**src/rtl/ahfp_fixed_acc.sv**
```systemverilog
// rtl/ahfp_fixed_acc.sv - signed fixed-point frame accumulator with 32-bit symmetric saturation
// Result is held stable in HOLD until taken; 0x80000000 is never produced.
module ahfp_fixed_acc #(
    parameter int ACC_W   = 40,
    parameter int MAX_LEN = 256,
    localparam int CNT_W  = $clog2(MAX_LEN) + 1
) (
    input  logic             clk,
    input  logic             rst_n,
    input  logic             in_valid,
    input  logic [31:0]      in_data,
    input  logic             in_last,
    output logic             in_ready,
    output logic             out_valid,
    input  logic             out_ready,
    output logic [31:0]      out_data,
    output logic             out_sat,
    output logic [CNT_W-1:0] out_count
);

    typedef enum logic {ACC, HOLD} state_t;

    localparam logic signed [ACC_W-1:0] POS_MAX = {{(ACC_W-32){1'b0}}, 32'h7FFF_FFFF};
    localparam logic signed [ACC_W-1:0] NEG_MIN = -POS_MAX;
    localparam logic [CNT_W-1:0]        CNT_END = CNT_W'(MAX_LEN - 1);

    state_t                  state, state_nxt;
    logic signed [ACC_W-1:0] acc;
    logic [CNT_W-1:0]        cnt;
    logic signed [ACC_W-1:0] sum;
    logic                    accept;
    logic                    close;
    logic                    sat_hi;
    logic                    sat_lo;

    assign in_ready  = !out_valid;
    assign out_valid = (state == HOLD);
    assign accept    = in_valid && in_ready;
    assign sum       = acc + {{(ACC_W-32){in_data[31]}}, in_data};
    assign sat_hi    = (sum > POS_MAX);
    assign sat_lo    = (sum < NEG_MIN);

    always_comb begin
        state_nxt = state;
        close     = 1'b0;
        case (state)
            ACC: begin
                // the MAX_LEN-th beat closes the frame regardless of in_last
                close = accept && (in_last || (cnt == CNT_END));
                if (close) state_nxt = HOLD;
            end
            HOLD: begin
                if (out_ready) state_nxt = ACC;
            end
            default: state_nxt = ACC;
        endcase
    end

    always_ff @(posedge clk or negedge rst_n) begin
        if (!rst_n) begin
            state <= ACC;
        end else begin
            state <= state_nxt;
        end
    end

    always_ff @(posedge clk or negedge rst_n) begin
        if (!rst_n) begin
            acc       <= '0;
            cnt       <= '0;
            out_data  <= '0;
            out_sat   <= 1'b0;
            out_count <= '0;
        end else if (close) begin
            acc       <= '0;
            cnt       <= '0;
            out_count <= cnt + CNT_W'(1);
            out_sat   <= sat_hi || sat_lo;
            if (sat_hi) begin
                out_data <= 32'h7FFF_FFFF;
            end else if (sat_lo) begin
                out_data <= 32'h8000_0001;
            end else begin
                out_data <= sum[31:0];
            end
        end else if (accept) begin
            acc <= sum;
            cnt <= cnt + CNT_W'(1);
        end
    end

endmodule

```
**config.mk**
```make
export PLATFORM = sky130hd
export DESIGN_NAME = ahfp_fixed_acc
export DESIGN_NICKNAME = d
export VERILOG_FILES = /design/src/rtl/ahfp_fixed_acc.sv
export SDC_FILE = /design/constraint.sdc
export NUM_CORES = 1
export LEC_CHECK = 0
export BUFFER_PORTS_ARGS = -buffer_cell sky130_fd_sc_hd__buf_2
export CORE_MARGIN = 1
export CORE_UTILIZATION = 50
export CTS_CLUSTER_SIZE = 12
export DETAILED_ROUTE_END_ITERATION = 12
export HOLD_SLACK_MARGIN = 0.03
export PLACE_DENSITY = 0.7
export RECOVER_POWER = 100
export SLEW_MARGIN = 20
export SYNTH_ARGS = -nofsm -noshare
export SYNTH_HDL_FRONTEND = slang
export SYNTH_SLANG_ARGS = --single-unit
```
**constraint.sdc**
```tcl
create_clock -name clk -period 4.3 [get_ports clk]
set_input_delay 0.645 -clock clk [delete_from_list [all_inputs] [get_ports clk]]
set_output_delay 0.645 -clock clk [all_outputs]
set_load 0.005 [all_outputs]
```
==> impl_metrics.ini, run 1 <==
[global_routing]
grt_use_met2_pct = 47.92
use_met3_pct = 4.295
grt_use_total_pct = 30.31
grtUsageMet1_pct = 40.17
grt_overflow = 0
grt_pass1_wl_mm = 33.22
grt_max_degree = 68
top_usage_layer = met2
grt_pass1_vias = 6330
antenna_found_initial = 0

[logic_synthesis]
synth_nets = 850
synth_seq_area_share_pct = 33.81
ys_ff_latch = 92
synth_cell_types = 77
ys.flop_type = dfrtp_1
syn_inst = 771
synth_edf_count = 0
syn_avg_cell_area_sq_um = 8.831
async_reset_ff_share_pct = 100.0
synth_area_sq_mm = 0.006809
ys_warn_count = 0

[timing]
skew_ns = 0.008477
setup_violations = 0
slew_violations = 68
period_minus_slack_ns = 3.920
rsz0062_at_grt = no
period_share_pct = 91.17
max_freq_mhz = 255.1
relSlewSlack_pct = -20.16
setup_tns_ns = 0
worst_pin_slew_ns = 1.802
finalHoldViolations = 0

[route]
viasPerCell = 6.305
wire_per_inst_microns = 20.04
postRouteWirelength_mm = 20.72
dr.pass1.iters = 5
drtIter0Drc = 487
drtAntennaViolNets = 0
vias = 6519
drc = 0

[clock_network]
cts_buffers = 9
root_buffer = clkbuf_16
clock_latency_ns = 0.36
clock_path_buffers = 2
clkSinkCount = 92
h-tree-depth = 3
postCtsSetupRepairBufs = 0
clk_pin_slew_ns = 0.07
ctsResizeCount = 0
cts_hold_buf = 0
cts_tree = built

[pwr]
internal_power_mw = 2.975
p_total_mw = 5.708
p_per_area_mw_per_mm2 = 745.0
clkPwrFrac_pct = 14.0
swShare_pct = 47.88
peakVddDrop_v = 0.0003070
netSwitchingPower_mw = 2.733
power.leakage_nw = 3.360
p_seq_share_pct = 24.7
p_comb_share_pct = 61.3

[place]
detailed_place_hpwl_mm = 15.99
numPortBuffers = 80
gp_congestion = 0.9794

[run_status]
violations = capacitance limit, slew limit
status = complete, but fails checks

[floorplan]
coreArea_sq_mm = 0.01324
initial_core_util_pct = 51.42
die_x_microns = 118.7
die_h_microns = 118.7
ios = 81
num_rows = 42
dieArea_sq_mm = 0.01409

[setup_path]
worst-path-max-fanout = 11
critPathArrivalTime_ns = 4.14
start_kind = register
crit_path_end_kind = register
required_ns = 4.52
crit_type = reg -> reg

[layout]
syn_to_final_growth_pct = 12.51
nNetsFinal = 932
diodes = 0
drive_gt1_share_pct = 15.85

[flow_run]
drv_cap = 2

[hold_path]
hp-class = in -> reg
-- cells in the mapped netlist, drive strengths merged, types with 9 or more instances --
master | instances | share of area [%]
a211oi | 10 | 1.1
a21o | 9 | 0.99
a21oi | 49 | 3.7
a22o | 24 | 3.1
a22oi | 22 | 2.4
and2 | 10 | 0.94
and3 | 11 | 1.0
buf | 19 | 2.0
clkbuf | 25 | 1.4
dfrtp | 92 | 34
ha | 41 | 7.5
nand2 | 104 | 5.7
nand3 | 14 | 1.0
nand4 | 11 | 1.2
nor2 | 50 | 2.8
nor3 | 17 | 1.4
o211ai | 29 | 4.6
o21a | 9 | 0.99
o21ai | 75 | 5.5
o311ai | 10 | 1.5
xnor2 | 11 | 1.4
xor2 | 17 | 2.2
-- cells by family (layout without fill, tap and decap cells) --
logic type	Yosys count	count (layout)	synth area share [%]
adders and majority gates	42	42	7.828
AOI/OAI and AO/OA	290	290	30.83
and+or+nand+nor	261	261	19.13
xor gates and xnor gates	28	28	3.602
DFF	92	92	33.81
buffers and inverters	52	139	3.822
muxes	6	6	0.9739
-- power by group through the flow --
stage	clock, mW	sequential, mW	combinational (mW)
global route	0.840	1.44	3.78
global placement	0	1.41	3.45
finish	0.802	1.41	3.50
floorplan	0	1.37	2.30
CTS	0.808	1.40	3.51
detailed placement	0	1.42	3.49
-- area by class of cell --
type | count | area, sq um
Fill cell | 1222 | 5582
Clock inverter | 5 | 45.04
Multi-Input combinational cell | 627 | 4193
Tap cell | 176 | 220.2
Timing Repair Buffer | 115 | 628.1
Clock buffer | 11 | 242.7
Inverter | 8 | 30.03
Sequential cell | 92 | 2302
-- layout by cell type (no fill, tap or decap), drive strengths merged, types with 5 or more instances in the layout --
| master | n |
|---|---|
| nand4 | 11 |
| and2 | 10 |
| a31oi | 6 |
| or3 | 8 |
| o21a | 9 |
| o21ai | 75 |
| or2 | 8 |
| nor2 | 50 |
| clkbuf | 34 |
| and3 | 11 |
| inv | 10 |
| dfrtp | 92 |
| a22oi | 22 |
| xnor2 | 11 |
| o31ai | 6 |
| xor2 | 17 |
| and4 | 6 |
| a211oi | 10 |
| nor4 | 5 |
| o211ai | 29 |
| a21oi | 49 |
| nand3 | 14 |
| o311ai | 10 |
| nand2 | 104 |
| a21o | 9 |
| nor3 | 17 |
| buf | 92 |
| ha | 41 |
| a22o | 24 |
-- critical path, stage by stage, from the launching register on --
cell and delay [ns]:
dfrtp_1 0.39, ha_1 0.53, a21oi_1 0.17, o21ai_0 0.31, o2111ai_1 0.25, a211o_1 0.39, or2_2 0.29, a311o_1 0.40
nand4bb_1 0.21, nor3_2 0.24, or2_0 0.24, buf_4 0.22, o311ai_0 0.12
-- layer usage --
| layer | up-vias | part of all wire, % |
|---|---|---|
| met5 | - | 0 |
| met4 | 0 | 4.0 |
| met3 | 47 | 6.1 |
| met2 | 228 | 46 |
| met1 | 3151 | 44 |
| li1 | 3093 | - |
-- through the flow --
| step | instance area, sq um | std cells | hold slack [ns] | util, % | worst slack [ns] |
|---|---|---|---|---|---|
| global route | 7661 | 1034 | 0.4620 | 57.85 | 0.08988 |
| finish | 7661 | 1034 | 0.4638 | 57.85 | 0.3798 |
| floorplan | 6809 | 771 | 0.3494 | - | 0.6205 |
| CTS | 7776 | 1034 | 0.4569 | 58.72 | 0.4613 |
| detailed placement | 7488 | 1018 | 0.4644 | 56.55 | 0.1079 |
| global placement | 7488 | 1018 | 0.4588 | 56.55 | 0.2000 |
-- final timing paths --
check | from | to | slack, ns | cells after the start
worst max-delay path | acc[14] | out_data[8] | 0.38 | 12
worst min-delay path | out_ready | out_valid | 0.46 | 2
worst max register to register | acc[14] | out_data[8] | 0.38 | 12
worst min register to register | out_count[8] | out_count[8] | 0.48 | 2
max in group asynchronous | rst_n | out_data[30] | 1.37 | 2
min in group asynchronous | rst_n | acc[19] | 0.75 | 1
-- sequential cells by signal (all words and copies together) (netlist names) --
name and cells:
acc 40, out_data 32, cnt 9, out_count 9, out_sat 1, out_valid 1
(Power assumes the default switching activity.)
==> inputs of run 2 (changes only) <==
--- a/config.mk
+++ b/config.mk
@@ -8,6 +8,7 @@
 export BUFFER_PORTS_ARGS = -buffer_cell sky130_fd_sc_hd__buf_2
 export CORE_MARGIN = 1
 export CORE_UTILIZATION = 50
+export CTS_BUF_LIST = sky130_fd_sc_hd__clkbuf_8 sky130_fd_sc_hd__clkbuf_16
 export CTS_CLUSTER_SIZE = 12
 export DETAILED_ROUTE_END_ITERATION = 12
 export HOLD_SLACK_MARGIN = 0.03
==> run 2 against run 1 <==
The flow still finishes with violations (capacitance limit, slew limit). Non-clock buffer count stayed put. Core utilization stayed put. First-iteration DRC count is 1.6% higher. Global-route usage stayed put. Fmax hardly changed. Clock skew hardly changed. Sequential power hardly changed. Combinational power hardly changed. Clock power hardly changed.
==> impl_metrics.ini, run 2 (synthesis gave the netlist of run 1 again) <==
[run_status]
status = complete, but fails checks
violations = capacitance limit, slew limit

[global_routing]
antenna_found_initial = 0
grt_pass1_vias = 6330
grt_pass1_wl_mm = 33.22
grt_overflow = 0
grt_use_total_pct = 30.31
grt_max_degree = 68

[clock_network]
cts_tree = built
h-tree-depth = 3
postCtsSetupRepairBufs = 0
clock_path_buffers = 2
clock_latency_ns = 0.36
clk_pin_slew_ns = 0.07
cts_buffers = 9
ctsResizeCount = 0
cts_hold_buf = 0
clkSinkCount = 92
root_buffer = clkbuf_16

[floorplan]
die_h_microns = 118.7
dieArea_sq_mm = 0.01409
coreArea_sq_mm = 0.01324
ios = 81
num_rows = 42
die_x_microns = 118.7
initial_core_util_pct = 51.42

[timing]
relSlewSlack_pct = -20.09
skew_ns = 0.008476
worst_pin_slew_ns = 1.801
period_minus_slack_ns = 3.920
slew_violations = 68
finalHoldViolations = 0
setup_tns_ns = 0
setup_violations = 0
fin_ws_ns = 0.3804
max_freq_mhz = 255.1
rsz0062_at_grt = no
period_share_pct = 91.15

[layout]
largest_register_ffs = 40
syn_to_final_growth_pct = 12.51
final_area_sq_mm = 0.007661
diodes = 0
nNetsFinal = 932
final_cell_mix = nand2_1 (104), dfrtp_1 (92), o21ai_0 (70)
largestRegisters = acc: 40 flops, out_data: 32 flops
layout.cells.non_filler = 1034
max_flop_register = acc
drive_gt1_share_pct = 15.85
layout_commonest_cell = nand2_1

[hold_path]
hp-class = in -> reg

[setup_path]
slowest_delay_ns = 0.53
start_kind = register
crit_slowest_cell = ha_1
crit_path_end_kind = register
path_cells = ha_1, a21oi_1, o21ai_0, o2111ai_1, a211o_1, or2_2, a311o_1, nand4bb_1, nor3_2, or2_0, buf_4, o311ai_0
critical_path_buf_inv_count = 1
crit_type = reg -> reg
critical_path.top_delay_family = compound AO/OA/AOI/OAI gates
required_ns = 4.52
worst-path-max-fanout = 11
critPathArrivalTime_ns = 4.14

[pwr]
power.leakage_nw = 3.365
p_total_mw = 5.705
peakVddDrop_v = 0.0003075
p_per_area_mw_per_mm2 = 744.7

[flow_run]
drv_cap = 2

[place]
gp_congestion = 0.9794
detailed_place_hpwl_mm = 15.99
dpl_cell_area_sq_mm = 0.007488
numPlacedInstances = 1018
numPortBuffers = 80
pre_cts_ws_ns = 0.1079

[route]
drtAntennaViolNets = 0
drc = 0
drtIter0Drc = 495
vias = 6520
viasPerCell = 6.306
wire_per_inst_microns = 20.03
dr.pass1.iters = 5
postRouteWirelength_mm = 20.72
[run 2: cell types whose count changed in the layout (fill, tap and decap cells not counted), sizes merged]
cell,change
clkbuf,-1
inv,+1
[run 2: final cells by class]
type | count | area, sq um
Timing Repair Buffer | 115 | 628.1
Inverter | 8 | 30.03
Multi-Input combinational cell | 627 | 4193
Tap cell | 176 | 220.2
Clock inverter | 6 | 48.80
Sequential cell | 92 | 2302
Fill cell | 1222 | 5582
Clock buffer | 10 | 239.0
[run 2: path summary, 6_finish.rpt]
path / from / end / slack [ns] / depth (start not counted)
min reg2reg: out_count[8] / out_count[8] / 0.48 / 2
max: acc[14] / out_data[8] / 0.38 / 12
max in group asynchronous: rst_n / out_data[30] / 1.37 / 2
max reg2reg: acc[14] / out_data[8] / 0.38 / 12
min: out_ready / out_valid / 0.46 / 2
min in group asynchronous: rst_n / acc[19] / 0.75 / 1
[run 2: report_power, final]
part | internal (mW) | switching (mW) | total (mW)
Combinational | 1.37 | 2.13 | 3.50
Sequential | 1.19 | 0.217 | 1.41
Clock | 0.416 | 0.384 | 0.799
[run 2: routing by layer]
metal	global-route usage, %	part of all wire (%)	vias up
met5	0	0	-
li1	-	-	3094
met3	4.295	6.1	47
met2	47.92	46	229
met1	40.17	44	3150
met4	15.98	4.0	0
[run 2: metrics by stage]
step | hold slack, ns | util [%]
finish | 0.4639 | 57.85
global route | 0.4620 | 57.85
CTS | 0.4569 | 58.72
detailed placement | 0.4644 | 56.55
global placement | 0.4588 | 56.55
floorplan | 0.3494 | -
==> inputs of run 3 (changes only) <==
--- a/config.mk
+++ b/config.mk
@@ -5,6 +5,7 @@
 export SDC_FILE = /design/constraint.sdc
 export NUM_CORES = 1
 export LEC_CHECK = 0
+export ABC_AREA = 1
 export BUFFER_PORTS_ARGS = -buffer_cell sky130_fd_sc_hd__buf_2
 export CORE_MARGIN = 1
 export CORE_UTILIZATION = 50
@@ -14,6 +15,7 @@
 export HOLD_SLACK_MARGIN = 0.03
 export PLACE_DENSITY = 0.7
 export RECOVER_POWER = 100
+export SKIP_CTS_REPAIR_TIMING = 1
 export SLEW_MARGIN = 20
 export SYNTH_ARGS = -nofsm -noshare
 export SYNTH_HDL_FRONTEND = slang
==> run 3 against run 2 <==
The run still ends with capacitance limit, slew limit left. Global-route usage up 0.63 points. Non-clock buffer count down 28. Clock-buffer cell count down 1. Hold slack better by 0.0019 ns. Final area up 1.6%. Cell count up 29%. Combinational power down 17%. Fmax up 7.4%. First-iteration DRC count up 17%. Largest cell class unchanged. Highest routed layer unchanged.
==> impl_metrics.ini, run 3 <==
[floorplan]
ios = 81
initial_core_util_pct = 51.96
die_h_microns = 120.2
die_x_microns = 120.2
num_rows = 42
coreArea_sq_mm = 0.01345
dieArea_sq_mm = 0.01446

[logic_synthesis]
synth_cell_types = 33
synth_area_sq_mm = 0.006990
muxShareOfSynthArea_pct = 0
syn_avg_cell_area_sq_um = 6.497
synth_edf_count = 0
synth-compound-area-share_pct = 12.01
synthSimpleGateAreaFrac_pct = 34.58
synthTopCellsByCount = nand2_1 (388), inv_1 (172), nor2_1 (108)
ys.flop_type = dfrtp_1
synth_xor_area_share_pct = 1.861
syn_inst = 1076
synth_seq_area_share_pct = 32.93
synth_most_common_cell = nand2_1
ys_warn_count = 0
synth_area_leaders = dfrtp_1 (33%), nand2_1 (21%), inv_1 (9.2%)
synth_top_area_share_pct = 32.93
yosys.area.top_type = dfrtp_1
async_reset_ff_share_pct = 100.0
synth_top_family_by_area = simple AND/OR/NAND/NOR gates
synth_nets = 1155
ys_ff_latch = 92
synth_fa_ha_area_share_pct = 7.625

[pwr]
p_total_mw = 5.124
swShare_pct = 50.05
p_comb_share_pct = 56.5
netSwitchingPower_mw = 2.564
p_seq_share_pct = 26.3
internal_power_mw = 2.560
power.leakage_nw = 4.367
peakVddDrop_v = 0.0003231
p_per_area_mw_per_mm2 = 658.4
clkPwrFrac_pct = 17.2

[setup_path]
worstRegToRegCells = 20
crit_type = in -> reg
required_ns = 4.54
slowest_delay_ns = 0.53
crit_path_end_kind = register
critPathArrivalTime_ns = 3.89
path_cells = buf_2, ha_1, fa_1, nand2_1, inv_1, nand2_1, nand2_1, nand2_1, nand2_1, nand3_1, nand3_1, nand2_1, nand2_1, nor2_1, nand2_1, nor2_1, nand2_1, nand2_2, nand2_1, nand2_1, nand2_1
worst-path-max-fanout = 31
start_kind = primary input
crit_slowest_cell = fa_1
path_common_cell = nand2_1

[clock_network]
clock_path_buffers = 2
h-tree-depth = 3
cts_tree = built
clock_latency_ns = 0.36
root_buffer = clkbuf_16
clkSinkCount = 92
cts_buffers = 9
clk_pin_slew_ns = 0.08

[global_routing]
grt_overflow = 0
use_met3_pct = 2.925
grt_pass1_vias = 6397
grt_max_degree = 72
top_usage_layer = met2
grtUsageMet1_pct = 43.05
antenna_found_initial = 0
grt_use_met2_pct = 50.93
grt_pass1_wl_mm = 34.18
grt_use_total_pct = 30.94

[layout]
final_area_sq_mm = 0.007782
nNetsFinal = 1233
largestRegisters = acc: 40 flops, out_data: 32 flops
max_flop_register = acc
diodes = 0
largest_register_ffs = 40
layout_commonest_cell = nand2_1
final_util_pct = 57.85
final_cell_mix = nand2_1 (388), inv_1 (172), nor2_1 (107)
syn_to_final_growth_pct = 11.33
drive_gt1_share_pct = 8.714

[run_status]
status = complete, but fails checks
violations = capacitance limit, slew limit

[route]
drtIter0Drc = 581
postRouteWirelength_mm = 21.87
vias = 7071
drc = 0
dr.pass1.iters = 5
viasPerCell = 5.297
wire_per_inst_microns = 16.38
drtAntennaViolNets = 0

[place]
detailed_place_hpwl_mm = 17.39
dpl_cell_area_sq_mm = 0.007546
numPortBuffers = 80
gp_congestion = 0.9890

[timing]
max_freq_mhz = 274.0
slew_violations = 72
skew_ns = 0.01409
setup_tns_ns = 0
period_share_pct = 84.87
rsz0062_at_grt = no
finalHoldViolations = 0
holdWs_ns = 0.4657
relSlewSlack_pct = -17.02
setup_violations = 0
worst_pin_slew_ns = 1.755
period_minus_slack_ns = 3.649

[flow_run]
drv_cap = 1

[hold_path]
hp-class = in -> reg
hold_depth = 2
run 3: path summary, 6_finish.rpt:
check                           startpoint          end  slack [ns]
worst max-delay path            in_data[0]  out_data[0]        0.65
worst min-delay path             out_ready    out_valid        0.47
worst max register to register      acc[0]  out_data[0]        0.68
worst min register to register     out_sat      out_sat        0.48
max in group asynchronous            rst_n      acc[26]        1.65
min in group asynchronous            rst_n       acc[8]        0.71
run 3: kinds of logic (layout without fill, tap and decap cells):
kind of cell,after synthesis,after routing
DFF,92,92
xor gates and xnor gates,14,14
AOI/OAI and AO/OA,145,145
adders and majority gates,42,42
buffers and inverters,192,275
and+or+nand+nor,591,591
run 3: per-layer routing:
| metal | part of all wire (%) | routed length, microns | vias up |
|---|---|---|---|
| met5 | 0 | 0 | - |
| met4 | 2.6 | 576 | 0 |
| met3 | 4.0 | 875 | 38 |
| met2 | 46 | 10050 | 197 |
| met1 | 47 | 10370 | 3292 |
| li1 | - | - | 3544 |
run 3: layout make-up:
| cell class | count | area (sq um) |
|---|---|---|
| fillers | 1425 | 5670 |
| clock inverters | 7 | 90.09 |
| clock buffers | 9 | 225.2 |
| repair buffers | 87 | 421.7 |
| multi-input cells | 792 | 3877 |
| flip-flops and latches | 92 | 2302 |
| well taps | 176 | 220.2 |
| inverters | 172 | 645.6 |
run 3: power by group through the flow:
| stage | logic (mW) | registers [mW] | clock network, mW |
|---|---|---|---|
| 2_1_floorplan | 2.06 | 1.32 | 0 |
| 3_3_place_gp | 2.90 | 1.35 | 0 |
| 3_5_place_dp | 2.92 | 1.36 | 0 |
| 4_1_cts | 2.93 | 1.34 | 0.889 |
| 5_1_grt | 3.23 | 1.38 | 0.915 |
| 6_report | 2.90 | 1.35 | 0.881 |
run 3: metrics by stage:
step / setup WS [ns] / instances
floorplan: 1.452 / 1076
global placement: 0.3304 / 1319
detailed placement: 0.3171 / 1319
CTS: 0.6841 / 1335
global route: 0.4608 / 1335
finish: 0.6507 / 1335
run 3: critical path: cells and delay by family:
family                   cells  cell delay (ns)
AND/OR/NAND/NOR             17             2.27
buffers and inverters        2             0.17
adder cells (fa/ha/maj)      2             0.80
